==> config.mk <==
export PLATFORM = sky130hd
export DESIGN_NAME = imem_loader_flat
export DESIGN_NICKNAME = d
export VERILOG_FILES = /design/src/rtl/imem_loader_pkg.sv /design/src/rtl/imem_loader_if.sv /design/src/rtl/imem_word_packer.sv /design/src/rtl/imem_loader.sv /design/src/flat_wrapper.sv
export SDC_FILE = /design/constraint.sdc
export NUM_CORES = 1
export LEC_CHECK = 0
export ABC_CLOCK_PERIOD_IN_PS = 2100
export CORE_MARGIN = 5
export CORE_UTILIZATION = 50
export CTS_BUF_LIST = sky130_fd_sc_hd__clkbuf_4 sky130_fd_sc_hd__clkbuf_8 sky130_fd_sc_hd__clkbuf_16
export CTS_CLUSTER_DIAMETER = 60
export CTS_CLUSTER_SIZE = 16
export DETAILED_ROUTE_END_ITERATION = 10
export PLACE_DENSITY = 0.75
export SYNTH_ARGS = -nofsm -noshare
export SYNTH_HDL_FRONTEND = slang
export SYNTH_SLANG_ARGS = --single-unit
==> constraint.sdc <==
create_clock -name clk -period 2.1 [get_ports clk]
set_clock_uncertainty 0.2 [all_clocks]
set_input_delay 0.42 -clock clk [delete_from_list [all_inputs] [get_ports clk]]
set_output_delay 0.42 -clock clk [all_outputs]
set_load 0.01 [all_outputs]
==> src/rtl/imem_loader_pkg.sv <==
// Shared types and frame constants for the boot-time instruction memory loader.
package imem_loader_pkg;

   typedef enum logic [2:0] {
      CNT_LO = 3'd0,
      CNT_HI = 3'd1,
      DATA   = 3'd2,
      CSUM   = 3'd3,
      DONE   = 3'd4,
      ERR    = 3'd5
   } state_e;

   localparam int COUNT_BYTES = 2;
   localparam int WORD_BYTES  = 4;

   // A frame must carry at least one word and no more than the memory holds.
   function automatic logic count_ok(input logic [8*COUNT_BYTES-1:0] cnt, input int depth);
      return (cnt != '0) && (32'(cnt) <= 32'(depth));
   endfunction

endpackage

==> src/rtl/imem_loader_if.sv <==
// Byte-stream, program-memory write port and status signals of the loader.
interface imem_loader_if #(
   parameter int ADDR_W = 10
);
   logic [7:0]        byte_in;
   logic              byte_valid;
   logic              byte_ready;
   logic              start;
   logic              wr_en;
   logic [ADDR_W-1:0] wr_addr;
   logic [31:0]       wr_data;
   logic              core_hold;
   logic              load_done;
   logic              load_err;

   modport master (
      output byte_in, byte_valid, start,
      input  byte_ready, wr_en, wr_addr, wr_data, core_hold, load_done, load_err
   );

   modport slave (
      input  byte_in, byte_valid, start,
      output byte_ready, wr_en, wr_addr, wr_data, core_hold, load_done, load_err
   );
endinterface

==> src/rtl/imem_word_packer.sv <==
// Packs accepted data bytes LSB-first into 32-bit words and keeps the running XOR checksum.
module imem_word_packer
   import imem_loader_pkg::*;
(
   input  logic                    clk_i,
   input  logic                    rst_ni,
   input  logic                    clear_i,
   input  logic                    byte_en_i,
   input  logic [7:0]              byte_i,
   output logic                    word_ready_o,
   output logic [8*WORD_BYTES-1:0] word_o,
   output logic [7:0]              csum_o
);
   localparam int LANE_W = $clog2(WORD_BYTES);

   logic [LANE_W-1:0]       lane_q;
   logic [8*WORD_BYTES-1:0] asm_q, asm_d;
   logic [7:0]              csum_q;

   always_comb begin
      asm_d = asm_q;
      asm_d[{lane_q, 3'b000} +: 8] = byte_i;
   end

   // The word is presented combinationally with its last byte so the top can register the write.
   assign word_ready_o = byte_en_i && (lane_q == LANE_W'(WORD_BYTES - 1));
   assign word_o       = asm_d;
   assign csum_o       = csum_q;

   always_ff @(posedge clk_i or negedge rst_ni) begin
      if (!rst_ni) begin
         lane_q <= '0;
         asm_q  <= '0;
         csum_q <= '0;
      end else if (clear_i) begin
         lane_q <= '0;
         asm_q  <= '0;
         csum_q <= '0;
      end else if (byte_en_i) begin
         lane_q <= lane_q + 1'b1;
         asm_q  <= asm_d;
         csum_q <= csum_q ^ byte_i;
      end
   end

endmodule

==> src/rtl/imem_loader.sv <==
// Boot loader: parses count/data/checksum frames, writes program memory and holds the core until a good load.
module imem_loader
   import imem_loader_pkg::*;
#(
   parameter int ADDR_W = 10,
   parameter int DEPTH  = 1024
)(
   input logic         clk,
   input logic         rst,
   imem_loader_if.slave bus
);
   state_e                   state_q;
   logic [8*COUNT_BYTES-1:0] count_q;
   logic [ADDR_W:0]          word_idx_q;
   logic [ADDR_W:0]          word_idx_d;
   logic                     wr_en_q;
   logic [ADDR_W-1:0]        wr_addr_q;
   logic [31:0]              wr_data_q;
   logic                     core_hold_q;
   logic                     load_done_q;
   logic                     load_err_q;

   logic                     accept;
   logic                     rx_state;
   logic [8*COUNT_BYTES-1:0] count_d;
   logic                     last_word;
   logic                     word_ready;
   logic [31:0]              word;
   logic [7:0]               csum;

   assign rx_state = (state_q == CNT_LO) || (state_q == CNT_HI) ||
                     (state_q == DATA)   || (state_q == CSUM);
   assign bus.byte_ready = rst && rx_state;
   assign accept         = bus.byte_valid && bus.byte_ready;

   assign count_d    = {bus.byte_in, count_q[7:0]};
   assign word_idx_d = word_idx_q + 1'b1;
   // word_idx carries one extra bit so a full-depth frame ends without wrapping.
   assign last_word  = (32'(word_idx_d) == 32'(count_q));

   imem_word_packer u_packer (
      .clk_i        (clk),
      .rst_ni       (rst),
      .clear_i      ((state_q == CNT_HI) && accept),
      .byte_en_i    ((state_q == DATA) && accept),
      .byte_i       (bus.byte_in),
      .word_ready_o (word_ready),
      .word_o       (word),
      .csum_o       (csum)
   );

   always_ff @(posedge clk or negedge rst) begin
      if (!rst) begin
         state_q     <= CNT_LO;
         count_q     <= '0;
         word_idx_q  <= '0;
         wr_en_q     <= 1'b0;
         wr_addr_q   <= '0;
         wr_data_q   <= '0;
         core_hold_q <= 1'b1;
         load_done_q <= 1'b0;
         load_err_q  <= 1'b0;
      end else begin
         wr_en_q <= 1'b0;
         case (state_q)
            CNT_LO: begin
               if (accept) begin
                  count_q[7:0] <= bus.byte_in;
                  state_q      <= CNT_HI;
               end
            end
            CNT_HI: begin
               if (accept) begin
                  count_q <= count_d;
                  if (count_ok(count_d, DEPTH)) begin
                     word_idx_q <= '0;
                     state_q    <= DATA;
                  end else begin
                     load_err_q <= 1'b1;
                     state_q    <= ERR;
                  end
               end
            end
            DATA: begin
               if (word_ready) begin
                  wr_en_q    <= 1'b1;
                  wr_addr_q  <= word_idx_q[ADDR_W-1:0];
                  wr_data_q  <= word;
                  word_idx_q <= word_idx_d;
                  if (last_word) begin
                     state_q <= CSUM;
                  end
               end
            end
            CSUM: begin
               if (accept) begin
                  if (bus.byte_in == csum) begin
                     load_done_q <= 1'b1;
                     core_hold_q <= 1'b0;
                     state_q     <= DONE;
                  end else begin
                     load_err_q <= 1'b1;
                     state_q    <= ERR;
                  end
               end
            end
            DONE: begin
               if (bus.start) begin
                  load_done_q <= 1'b0;
                  core_hold_q <= 1'b1;
                  state_q     <= CNT_LO;
               end
            end
            ERR: begin
               if (bus.start) begin
                  load_err_q <= 1'b0;
                  state_q    <= CNT_LO;
               end
            end
            default: begin
               state_q <= CNT_LO;
            end
         endcase
      end
   end

   assign bus.wr_en     = wr_en_q;
   assign bus.wr_addr   = wr_addr_q;
   assign bus.wr_data   = wr_data_q;
   assign bus.core_hold = core_hold_q;
   assign bus.load_done = load_done_q;
   assign bus.load_err  = load_err_q;

endmodule

==> src/flat_wrapper.sv <==
// flat-port wrapper written by rule: the top's interface ports become plain ports
module imem_loader_flat import imem_loader_pkg::*;
#(
   parameter int ADDR_W = 10,
   parameter int DEPTH  = 1024
)
  (clk, rst, bus_byte_in, bus_byte_valid, bus_start, bus_byte_ready, bus_wr_en, bus_wr_addr, bus_wr_data, bus_core_hold, bus_load_done, bus_load_err);
  imem_loader_if #(.ADDR_W(ADDR_W)) bus_i ();
  input logic clk;
  input logic rst;
  input wire logic [$bits(bus_i.byte_in)-1:0] bus_byte_in;
  input wire logic [$bits(bus_i.byte_valid)-1:0] bus_byte_valid;
  input wire logic [$bits(bus_i.start)-1:0] bus_start;
  output wire logic [$bits(bus_i.byte_ready)-1:0] bus_byte_ready;
  output wire logic [$bits(bus_i.wr_en)-1:0] bus_wr_en;
  output wire logic [$bits(bus_i.wr_addr)-1:0] bus_wr_addr;
  output wire logic [$bits(bus_i.wr_data)-1:0] bus_wr_data;
  output wire logic [$bits(bus_i.core_hold)-1:0] bus_core_hold;
  output wire logic [$bits(bus_i.load_done)-1:0] bus_load_done;
  output wire logic [$bits(bus_i.load_err)-1:0] bus_load_err;
  assign bus_i.byte_in = bus_byte_in;
  assign bus_i.byte_valid = bus_byte_valid;
  assign bus_i.start = bus_start;
  assign bus_byte_ready = bus_i.byte_ready;
  assign bus_wr_en = bus_i.wr_en;
  assign bus_wr_addr = bus_i.wr_addr;
  assign bus_wr_data = bus_i.wr_data;
  assign bus_core_hold = bus_i.core_hold;
  assign bus_load_done = bus_i.load_done;
  assign bus_load_err = bus_i.load_err;
  imem_loader #(.ADDR_W(ADDR_W), .DEPTH(DEPTH)) u_core (.clk(clk), .rst(rst), .bus(bus_i));
endmodule
==> summary.md, run 1 <==
| Metric | Value |
|---|---|
| Run status | completed |
| Total negative setup slack | 0 ps |
| Highest Signal Layer | met4 |
| Die W | 112 µm |
| Remaining Overflow, GRT | 0 |
| Clock root buffer | clkbuf_8 |
| Via count | 4,378 |
| Die height | 112 µm |
| Yosys cell types | 57 |
| Worst Tran Pin Value | 759 ps |
| Yosys reg bits | 110 |
| # rows | 37 |
| Starting DRC count in detailed routing | 333 |
| ANT nets after route | 0 |
| Port Buffer Count | 58 |
| Async SR Flop Fraction | 100% |
| WL per Instance | 17.3 µm |
| Max_slew headroom | 49.4% |
| Fillers | 822 |
| Post-route clock period utilization | 98.8% |
| TritonCTS clock tree | built |
| GP Congestion | 0.896 |
| Register-to-register setup slack | 20 ps |
| Post-Synth Simple-Gate Area | 18.1% |
| Post-synthesis sequential area ratio | 53.1% |
| Worst vdd ir | 497 µV |
| Commonest non-fill, non-tap cell in the layout | dfrtp_1 |
| Largest net degree at the start of global routing | 52 |
| Estimated wirelength of the detail-placed design | 9.11 mm |
| Total power draw | 4680 µW |
| Synth Flop Type | dfrtp_1 |
| Post-layout nets | 644 |
| Met2 routed WL | 6.59 mm |
| Crit Path Max Fanout | 2 |
| PwrDens | 694 mW/mm² |
| Vias in the first global route | 4,290 |
| Critical Path AT | 2170 ps |
| Met3 WL | 602 µm |
| IO Pins | 59 |
| Synth warnings | 0 |
| Die ar. | 0.0125 mm² |
| Max Cap Viol | 0 |
| Peak Freq | 482 MHz |
| Compound-Gate Fraction of Synth Area | 17.2% |
| Average size of a mapped cell | 10.1 µm² |
| Final hold vios | 0 |
| Vias per cell | 5.71 |
| Fin crit period | 2080 ps |
| Post-Synthesis Cells | 515 |
| Core Util, Final | 65.8% |
| Initial core utilization | 50.7% |
| WL final | 13.2 mm |
| Synth Area in Adders | 1.45% |
| HP Class | in2reg |
| Overall Global Routing Usage | 20.9% |
| EDFF count, synth | 0 |
| Commonest non-fill, non-tap cells in the layout | 106 x dfrtp_1, 76 x nand2_1, 67 x buf_4 |
| CP Class | reg2reg |
| Antenna diode count | 0 |
| Hold_ws | 229 ps |
| Layout cell share with drive strength beyond 1 | 22.0% |
| Cell Area, Synth | 0.00519 mm² |
| Lkg Pwr | 0.00314 µW |
| Largest family of logic cells by synthesized area | simple AND/OR/NAND/NOR gates |
| Critical path startpoint category | flip-flop |
| Syn_nets | 533 |
| Metal-1 WL | 5.93 mm |
| Clock sink count | 110 |
| Longest Clk Path Bufs | 2 |
| Core Box Area | 0.0102 mm² |
| Pre-antenna DRT Iters | 5 |
| Area Growth Syn to Fin | 29.8% |
| Worst Path Required | 2190 ps |
| Initial antenna violation count | 0 |
| RSZ-0062 raised after global routing | yes |
| CTS buffer count | 9 |
| Clock latency on the worst-skew pair | 370 ps |
| Max-slew violation count | 0 |
| Element type at the critical path end | flip-flop |
| H-tree depth | 3 |
| XOR/XNOR Fraction of Synth Area | 3.04% |
| DRC | 0 |
| Clk slew on worst S/H paths | 100 ps |
| Final Setup Violations | 0 |
| First-pass GRT wire length | 21.5 mm |
| Mux cell area share after synthesis | 3.45% |
## logic make-up (layout without fill, tap and decap cells)
family | after synthesis | after routing
compound gates | 123 | 123
simple gates | 197 | 197
xor+xnor | 18 | 18
buf+inv | 45 | 161
flops | 110 | 110
fa+ha+maj | 6 | 6
mux | 16 | 16
## cell usage after synthesis, types with 5 or more instances
| cell type | count | share of area [%] |
|---|---|---|
| dfrtp_1 | 109 | 53 |
| nand2_1 | 77 | 5.6 |
| nor2_1 | 61 | 4.4 |
| o21ai_1 | 28 | 2.7 |
| a221oi_1 | 25 | 4.2 |
| a22o_1 | 25 | 4.2 |
| buf_2 | 17 | 1.6 |
| nand3_1 | 16 | 1.5 |
| clkbuf_1 | 15 | 1.1 |
| xnor2_1 | 11 | 1.9 |
| a21oi_1 | 10 | 0.96 |
| mux2_2 | 9 | 2.0 |
| o21ai_0 | 9 | 0.87 |
| inv_1 | 7 | 0.51 |
| xor2_1 | 7 | 1.2 |
| ha_1 | 6 | 1.4 |
| mux2_1 | 6 | 1.3 |
| nand4_1 | 6 | 0.72 |
| nor3_2 | 5 | 0.96 |
| nor4_1 | 5 | 0.60 |
## repair_timing
item | 4_1_cts | 5_1_grt
buffers inserted | 0 | 11
setup endpoints to repair | 11 | 107
gates resized for setup | 5 | 34
pin swaps | 2 | 8
hold endpoints to repair | 59 | 0
hold buffers | 1 | 0
cloned | 0 | 1
## through the flow
stage | area, µm² | setup WS [ps] | cells
floorplan | 5210 | 13.4 | 515
global placement | 6300 | -463 | 738
detailed placement | 6300 | -500 | 738
CTS | 6520 | 0.867 | 755
global route | 6740 | -36.8 | 767
finish | 6740 | 24.7 | 767
## flip-flops by register name, summed over array words and instances, names as in the netlist
register                count
u_core.word_idx_q          11
u_core.bus.load_err         1
u_core.state_q              3
u_core.bus.load_done        1
u_core.u_packer.csum_o      8
u_core.u_packer.asm_q      24
u_core.bus.core_hold        1
u_core.count_q             16
u_core.bus.wr_data         32
u_core.bus.wr_addr         10
u_core.u_packer.lane_q      2
u_core.bus.wr_en            1
## metal layers
| layer | up-vias | GRT usage, % |
|---|---|---|
| li1 | 2061 | - |
| met1 | 2165 | 29.0 |
| met2 | 140 | 35.1 |
| met3 | 12 | 2.23 |
| met4 | 0 | 5.92 |
| met5 | - | 0 |
## critical path, stage by stage (launching register included)
cell and delay (ps):
dfrtp_1 400, or4_4 550, nor4_4 210, o2111ai_1 150, a211oi_2 210, nand4_1 130, a21boi_1 160
## report_power, final
part / switching, µW / total, µW / internal [µW]
clock: 734 / 1230 / 493
combinational: 481 / 976 / 495
sequential: 163 / 2470 / 2310
## cell type report
cell class	instances	area, µm²	share of cell area (%)
flip-flops and latches	110	2760	40.9
multi-input cells	360	2370	35.2
repair buffers	134	1210	17.9
well taps	136	170	2.53
clock buffers	11	145	2.15
clock inverters	5	43.8	0.650
inverters	11	41.3	0.613
## worst paths after layout
check | from | endpoint | cells past startpoint
max | u_core.count_q[11] | u_core.state_q[0] | 6
min | bus_byte_in[3] | u_core.count_q[3] | 2
max reg2reg | u_core.count_q[11] | u_core.state_q[0] | 6
min reg2reg | u_core.bus.wr_data[27] | u_core.bus.wr_data[27] | 2
max in group asynchronous | rst | u_core.bus.core_hold | 4
min in group asynchronous | rst | u_core.bus.load_err | 3
No activity file was read; power rests on OpenSTA's default activity.
==> run 2, diff against run 1 <==
CORE_MARGIN = default   (was 5)
==> run 2 against run 1 <==
Against the previous run: the run now ends with setup timing left; worst hold slack better by 49 ps; worst setup slack worse by 110 ps; total power up 1.3%; maximum frequency down 5.0%; non-clock buffer count down 9; critical path depth unchanged; register-to-register slack worse by 110 ps; sequential share of layout area up 0.53 points; core utilization up 1.2 points; combinational power up 2%; largest cell class unchanged; wire length up 0.49%.
==> summary.md, run 2 (synthesis gave the netlist of run 1 again) <==
| Metric | Value |
|---|---|
| Pre-antenna DRT Iters | 5 (unchanged) |
| Register-to-register setup slack | -90 ps (-110 ps) |
| Via count | 4,430 (+1.2%) |
| Worst path cell trace | nor4_4 -> nand4_1 -> a211oi_2 -> o21ai_2 -> buf_6 -> a211o_1 |
| GP Congestion | 0.853 (-4.7%) |
| Worst Path Required | 2150 ps (-40 ps) |
| Critical path startpoint category | flip-flop |
| TritonCTS clock tree | built |
| Reg2Reg Capture Point | u_core.word_idx_q[4] |
| H-tree depth | 3 (unchanged) |
| Max incr delay on CP | 460 ps (-90 ps) |
| Vias per cell | 5.88 (+2.9%) |
| Initial core utilization | 52.4% (+1.6 points) |
| Commonest non-fill, non-tap cells in the layout | 107 x dfrtp_1, 76 x nand2_1, 62 x buf_4 |
| Post-layout nets | 635 (-1.4%) |
| Hold Path End | u_core.bus.wr_addr[0] |
| Critical Path AT | 2240 ps (+70 ps) |
| Placed Area | 0.00630 mm² (about the same) |
| Largest net degree at the start of global routing | 38 (-27%) |
| Element type at the critical path end | flip-flop |
| Fillers | 783 (-4.7%) |
| DRC | 0 (unchanged) |
| Die height | 104 µm (-7.2%) |
| Overall Global Routing Usage | 25.3% (+4.4 points) |
| Die ar. | 0.0108 mm² (-14%) |
| Lkg Pwr | 0.00303 µW (-3.4%) |
| Clk slew on worst S/H paths | 100 ps (about the same) |
| IO Pins | 59 (unchanged) |
| Core Util, Final | 67.1% (+1.2 points) |
| RSZ-0062 raised after global routing | yes |
| WL final | 13.3 mm (+0.49%) |
| Hold Path Depth | 2 (unchanged) |
| CTS buffer count | 9 (unchanged) |
| ANT nets after route | 0 (unchanged) |
| CP max-delay cell | dfrtp_2 |
| Worst Tran Pin Value | 588 ps (-171 ps) |
| Hold path startpoint | u_core.bus.wr_addr[0] |
| Core Box Area | 0.00991 mm² (-3.1%) |
| # rows | 36 (-2.7%) |
| Area Growth Syn to Fin | 28.1% |
| Clock root buffer | clkbuf_8 |
| First-pass GRT wire length | 21.7 mm (+0.71%) |
| Final setup margin | -85.2 ps (-110 ps) |
| Max Cap Viol | 0 (unchanged) |
| PwrDens | 713 mW/mm² (+2.7%) |
| Max-slew violation count | 0 (unchanged) |
| Port Buffer Count | 58 (unchanged) |
| Total power draw | 4740 µW (+1.3%) |
| Run status | finished with violations |
| Layout cell share with drive strength beyond 1 | 21.4% (-0.61 points) |
| Final instance area | 0.00665 mm² (-1.3%) |
| Vias in the first global route | 4,315 (+0.58%) |
| Fin crit period | 2190 ps (+110 ps) |
| Post-route clock period utilization | 104% (+5.2 points) |
| Initial antenna violation count | 0 (unchanged) |
| Antenna diode count | 0 (unchanged) |
| Starting DRC count in detailed routing | 240 (-28%) |
| Longest Clk Path Bufs | 2 (unchanged) |
| Max reg flops | 32 (unchanged) |
| CP Class | reg2reg |
| Estimated wirelength of the detail-placed design | 9.09 mm (-0.22%) |
| Commonest non-fill, non-tap cell in the layout | dfrtp_1 |
| Clock sink count | 110 (unchanged) |
| RR Startpoint | u_core.count_q[0] |
| Crit Path Max Fanout | 6 (+4) |
| Hold_ws | 279 ps (+49.3 ps) |
| Remaining Overflow, GRT | 0 (unchanged) |
| WL per Instance | 17.6 µm (+2.2%) |
| Final hold vios | 0 (unchanged) |
| Max_slew headroom | 60.8% (+11 points) |
| HP Class | reg2reg |
| Violated checks | setup timing |
| Peak Freq | 458 MHz (-5.0%) |
| Final Setup Violations | 10 (+10) |
| Die W | 104 µm (-7.2%) |
| Depth of the worst register-to-register path | 6 (unchanged) |
| Worst vdd ir | 369 µV (-26%) |
| Clock latency on the worst-skew pair | 380 ps (about the same) |
## run 2: worst max-delay path by stage
stage	cells after the start	slack, ps	endpoint	start
detailed placement	7	-600	u_core.word_idx_q[4]	bus_byte_in[0]
CTS	7	5	u_core.word_idx_q[4]	bus_byte_in[3]
global route	6	-120	u_core.word_idx_q[4]	u_core.count_q[1]
floorplan	6	10	u_core.u_packer.asm_q[0]	u_core.u_packer.lane_q[0]
global placement	7	-540	u_core.word_idx_q[4]	bus_byte_in[0]
finish	6	-90	u_core.word_idx_q[4]	u_core.count_q[0]
## run 2: layer usage
metal	GRT usage (%)	routed length (µm)	part of all wire [%]	up-vias
li1	-	-	-	2040
met1	36.1	5940	45	2201
met2	39.3	6340	48	166
met3	3.70	737	5.5	23
met4	9.59	285	2.1	0
met5	0	0	0	-
## run 2: repair_timing
item	4_1_cts	5_1_grt
hold endpoints to repair	73	0
setup buffers	1	2
hold buffers	1	0
gates resized for setup	7	30
pin swaps	5	8
endpoints found under the setup margin	21	48
gates cloned	0	1
## run 2: power breakdown
| group | total [µW] | internal (µW) | switching [µW] |
|---|---|---|---|
| logic | 996 | 508 | 488 |
| clock network | 1250 | 510 | 736 |
| registers | 2500 | 2310 | 184 |
| total | 4740 | 3330 | 1410 |
## run 2: metrics by stage
step | instances | setup slack (ps) | TNS [ps]
after floorplan | 515 | 13.4 | 0
after global placement | 734 | -542 | -27390
after detailed placement | 734 | -596 | -27340
after CTS | 751 | 4.91 | 0
after global routing | 754 | -123 | -1000
final | 754 | -85.2 | -338
## run 2: worst max-delay path: cells and delay by family, from the launching register on
| family | cells | cell delay [ps] |
|---|---|---|
| DFF | 1 | 460 |
| AOI/OAI and AO/OA | 3 | 740 |
| buffers and inverters | 1 | 160 |
| and+or+nand+nor | 2 | 500 |
## run 2: final cells by class
cell class	instances	area, µm²	area share (%)
clock buffers	11	151	2.28
clock inverters	4	37.5	0.565
inverters	11	45.0	0.678
multi-input cells	360	2370	35.6
flip-flops and latches	110	2760	41.5
well taps	133	166	2.50
repair buffers	125	1120	16.9
==> run 3, diff against run 2 <==
ABC_CLOCK_PERIOD_IN_PS = 2150   (was 2100)
CORE_UTILIZATION = 56   (was 50)
PLACE_DENSITY = 0.8   (was 0.75)
clock period = 2.15 ns   (was 2.1 ns; I/O delays follow)
==> run 3 against run 2 <==
Against the previous run: the run ends with DRC left; sequential cell count unchanged; first-iteration DRC count up 36%; worst hold slack worse by 180 ps; combinational power down 4.7%; non-clock buffer count up 6; cell area up 0.92%; sequential share of layout area down 0.38 points; cell count down 2.4%; wire length up 5.9%; critical path depth unchanged; sequential power down 2%; clock power up 3%; critical path type unchanged.
==> summary.md, run 3 (synthesis gave the netlist of run 1 again) <==
| Metric | Value |
|---|---|
| CP Class | reg2reg |
| Crit path to | u_core.state_q[0] |
| Clock root buffer | clkbuf_8 |
| Remaining Overflow, GRT | 0 (unchanged) |
| Register-to-register setup slack | 9 ps (+90 ps) |
| Overall Global Routing Usage | 29.8% (+4.5 points) |
| Depth of the worst register-to-register path | 6 (unchanged) |
| TritonCTS clock tree | built |
| IO Pins | 59 (unchanged) |
| Grt met3 use | 5.51% (+1.8 points) |
| Crit path max-delay family | simple AND/OR/NAND/NOR gates |
| Post-route clock period utilization | 99.6% (-4.5 points) |
| Longest Clk Path Bufs | 2 (unchanged) |
| Placed instance count | 714 (-2.7%) |
| Worst path cell trace | or4_4 -> nor4_4 -> o2111ai_1 -> a211oi_2 -> nand4_1 -> a21boi_1 |
| Die ar. | 0.00965 mm² (-11%) |
| DRC | 1 (+1) |
| Lkg Pwr | 0.00309 µW (+1.7%) |
| Commonest non-fill, non-tap cell in the layout | dfrtp_1 |
| Met2 Track Usage GR | 48.5% (+9.2 points) |
| Hold_ws | 99.5 ps (-179 ps) |
| GP Congestion | 0.879 (+3.0%) |
| Starting DRC count in detailed routing | 327 (+36%) |
| Reg2Reg Capture Point | u_core.state_q[0] |
| Worst vdd ir | 366 µV (-0.83%) |
| Total power draw | 4680 µW (-1.2%) |
| Final Setup Violations | 0 (-10) |
| Antenna diode count | 0 (unchanged) |
| CTS buffer count | 9 (unchanged) |
| Element type at the critical path end | flip-flop |
| Die height | 98.3 µm (-5.4%) |
| Max incr delay on CP | 560 ps (+100 ps) |
| Worst Tran Pin Value | 783 ps (+196 ps) |
| PwrDens | 698 mW/mm² (-2.1%) |
| Clock sink count | 110 (unchanged) |
| Max Cap Viol | 0 (unchanged) |
| ANT nets after route | 0 (unchanged) |
| Worst Path Required | 2240 ps (+90 ps) |
| Core Box Area | 0.00885 mm² (-11%) |
| Fillers | 597 (-24%) |
| Clk slew on worst S/H paths | 100 ps (about the same) |
| Levels on crit path | 6 (unchanged) |
| Critical path startpoint category | flip-flop |
| CP max-delay cell | or4_4 |
| Final hold vios | 0 (unchanged) |
| First-pass GRT wire length | 22.5 mm (+3.7%) |
| Largest net degree at the start of global routing | 61 (+61%) |
| Vias per cell | 6.23 (+6.0%) |
| RR Startpoint | u_core.count_q[11] |
| Estimated wirelength of the detail-placed design | 9.08 mm (about the same) |
| Violated checks | DRC |
| Max_slew headroom | 47.8% (-13 points) |
| Worst setup path start | u_core.count_q[11] |
| Worst Path Buf+Inv | 0 (-1) |
| Port Buffer Count | 58 (unchanged) |
| WL final | 14.1 mm (+5.9%) |
| Initial core utilization | 58.6% (+6.3 points) |
| Crit Path Max Fanout | 2 (-4) |
| Max reg flops | 32 (unchanged) |
| # rows | 34 (-5.6%) |
| Final Instance Count excl. Fillers | 736 (-2.4%) |
| H-tree depth | 3 (unchanged) |
| GR peak layer | met2 |
| Clock latency on the worst-skew pair | 380 ps (about the same) |
| Via count | 4,584 (+3.5%) |
| Vias in the first global route | 4,528 (+4.9%) |
| Initial antenna violation count | 0 (unchanged) |
| Commonest non-fill, non-tap cells in the layout | 107 x dfrtp_1, 76 x nand2_1, 63 x buf_4 |
| Die W | 98.3 µm (-5.4%) |
| RSZ-0062 raised after global routing | yes |
| Area Growth Syn to Fin | 29.3% |
| WL per Instance | 19.1 µm (+8.5%) |
| Run status | finished with violations |
| Layout cell share with drive strength beyond 1 | 21.7% (+0.24 points) |
| Peak Freq | 467 MHz (+2.1%) |
| Critical Path AT | 2240 ps (about the same) |
| Max-slew violation count | 0 (unchanged) |
| Pre-antenna DRT Iters | 10 (+5) |
| Met1 GRT Util | 39.3% (+3.3 points) |
| Fin crit period | 2140 ps (-44.1 ps) |
| Post-layout nets | 641 (+0.94%) |
| HP Class | in2async |
==> run 3: changes by cell type in the layout (fill, tap and decap cells not counted), moves of 3 or more <==
cell	change
buf_6	+3
clkinvlp_4	+3
and2_1	+3
nor3_2	+3
==> run 3: metrics by stage <==
step | area, µm² | setup TNS [ps] | setup slack (ps) | util (%)
5_1_grt | 6710 | -81.2 | -47.8 | 75.8
3_5_place_dp | 6300 | -23050 | -467 | 71.2
2_1_floorplan | 5190 | -401 | -50.2 | -
3_3_place_gp | 6300 | -18880 | -408 | 71.2
6_report | 6710 | 0 | 8.85 | 75.8
4_1_cts | 6530 | -6.04 | -6.04 | 73.8
==> run 3: worst min path at each step <==
stage          start                        end  slack [ps]  cells after the start
2_1_floorplan    rst       u_core.bus.load_done         -70                      0
6_report         rst     u_core.bus.wr_data[27]         100                      2
3_3_place_gp     rst  u_core.u_packer.asm_q[22]          70                      1
5_1_grt          rst     u_core.bus.wr_data[21]         170                      2
4_1_cts          rst     u_core.bus.wr_data[31]         120                      2
3_5_place_dp     rst  u_core.u_packer.asm_q[23]          70                      1
==> run 3: area by class of cell <==
| type | count | area, µm² | share of cell area, % |
|---|---|---|---|
| Tap cell | 108 | 135 | 2.01 |
| Sequential cell | 110 | 2760 | 41.1 |
| Timing Repair Buffer | 131 | 1200 | 17.9 |
| Clock inverter | 5 | 60.1 | 0.895 |
| Inverter | 11 | 41.3 | 0.615 |
| Multi-Input combinational cell | 360 | 2380 | 35.4 |
| Clock buffer | 11 | 139 | 2.07 |
==> run 3: routing by layer <==
metal / routed length [µm] / up-vias
met2: 7020 / 204
met1: 5960 / 2284
met3: 783 / 40
met4: 329 / 0
li1: - / 2056
met5: 0 / -
==> run 3: power breakdown <==
| part | total, µW | internal (µW) | switching [µW] | leakage (µW) |
|---|---|---|---|---|
| Clock | 1290 | 565 | 724 | 0.0000886 |
| Combinational | 949 | 481 | 469 | 0.00151 |
| Sequential | 2440 | 2260 | 186 | 0.00149 |
| Total | 4680 | 3300 | 1380 | 0.00309 |
==> run 3: timing repair <==
action | CTS | global route
endpoints found under the hold margin | 18 | 0
buffers inserted | 0 | 4
pin swaps | 2 | 9
gates resized for setup | 3 | 33
hold buffers | 2 | 0
endpoints found under the setup margin | 5 | 31
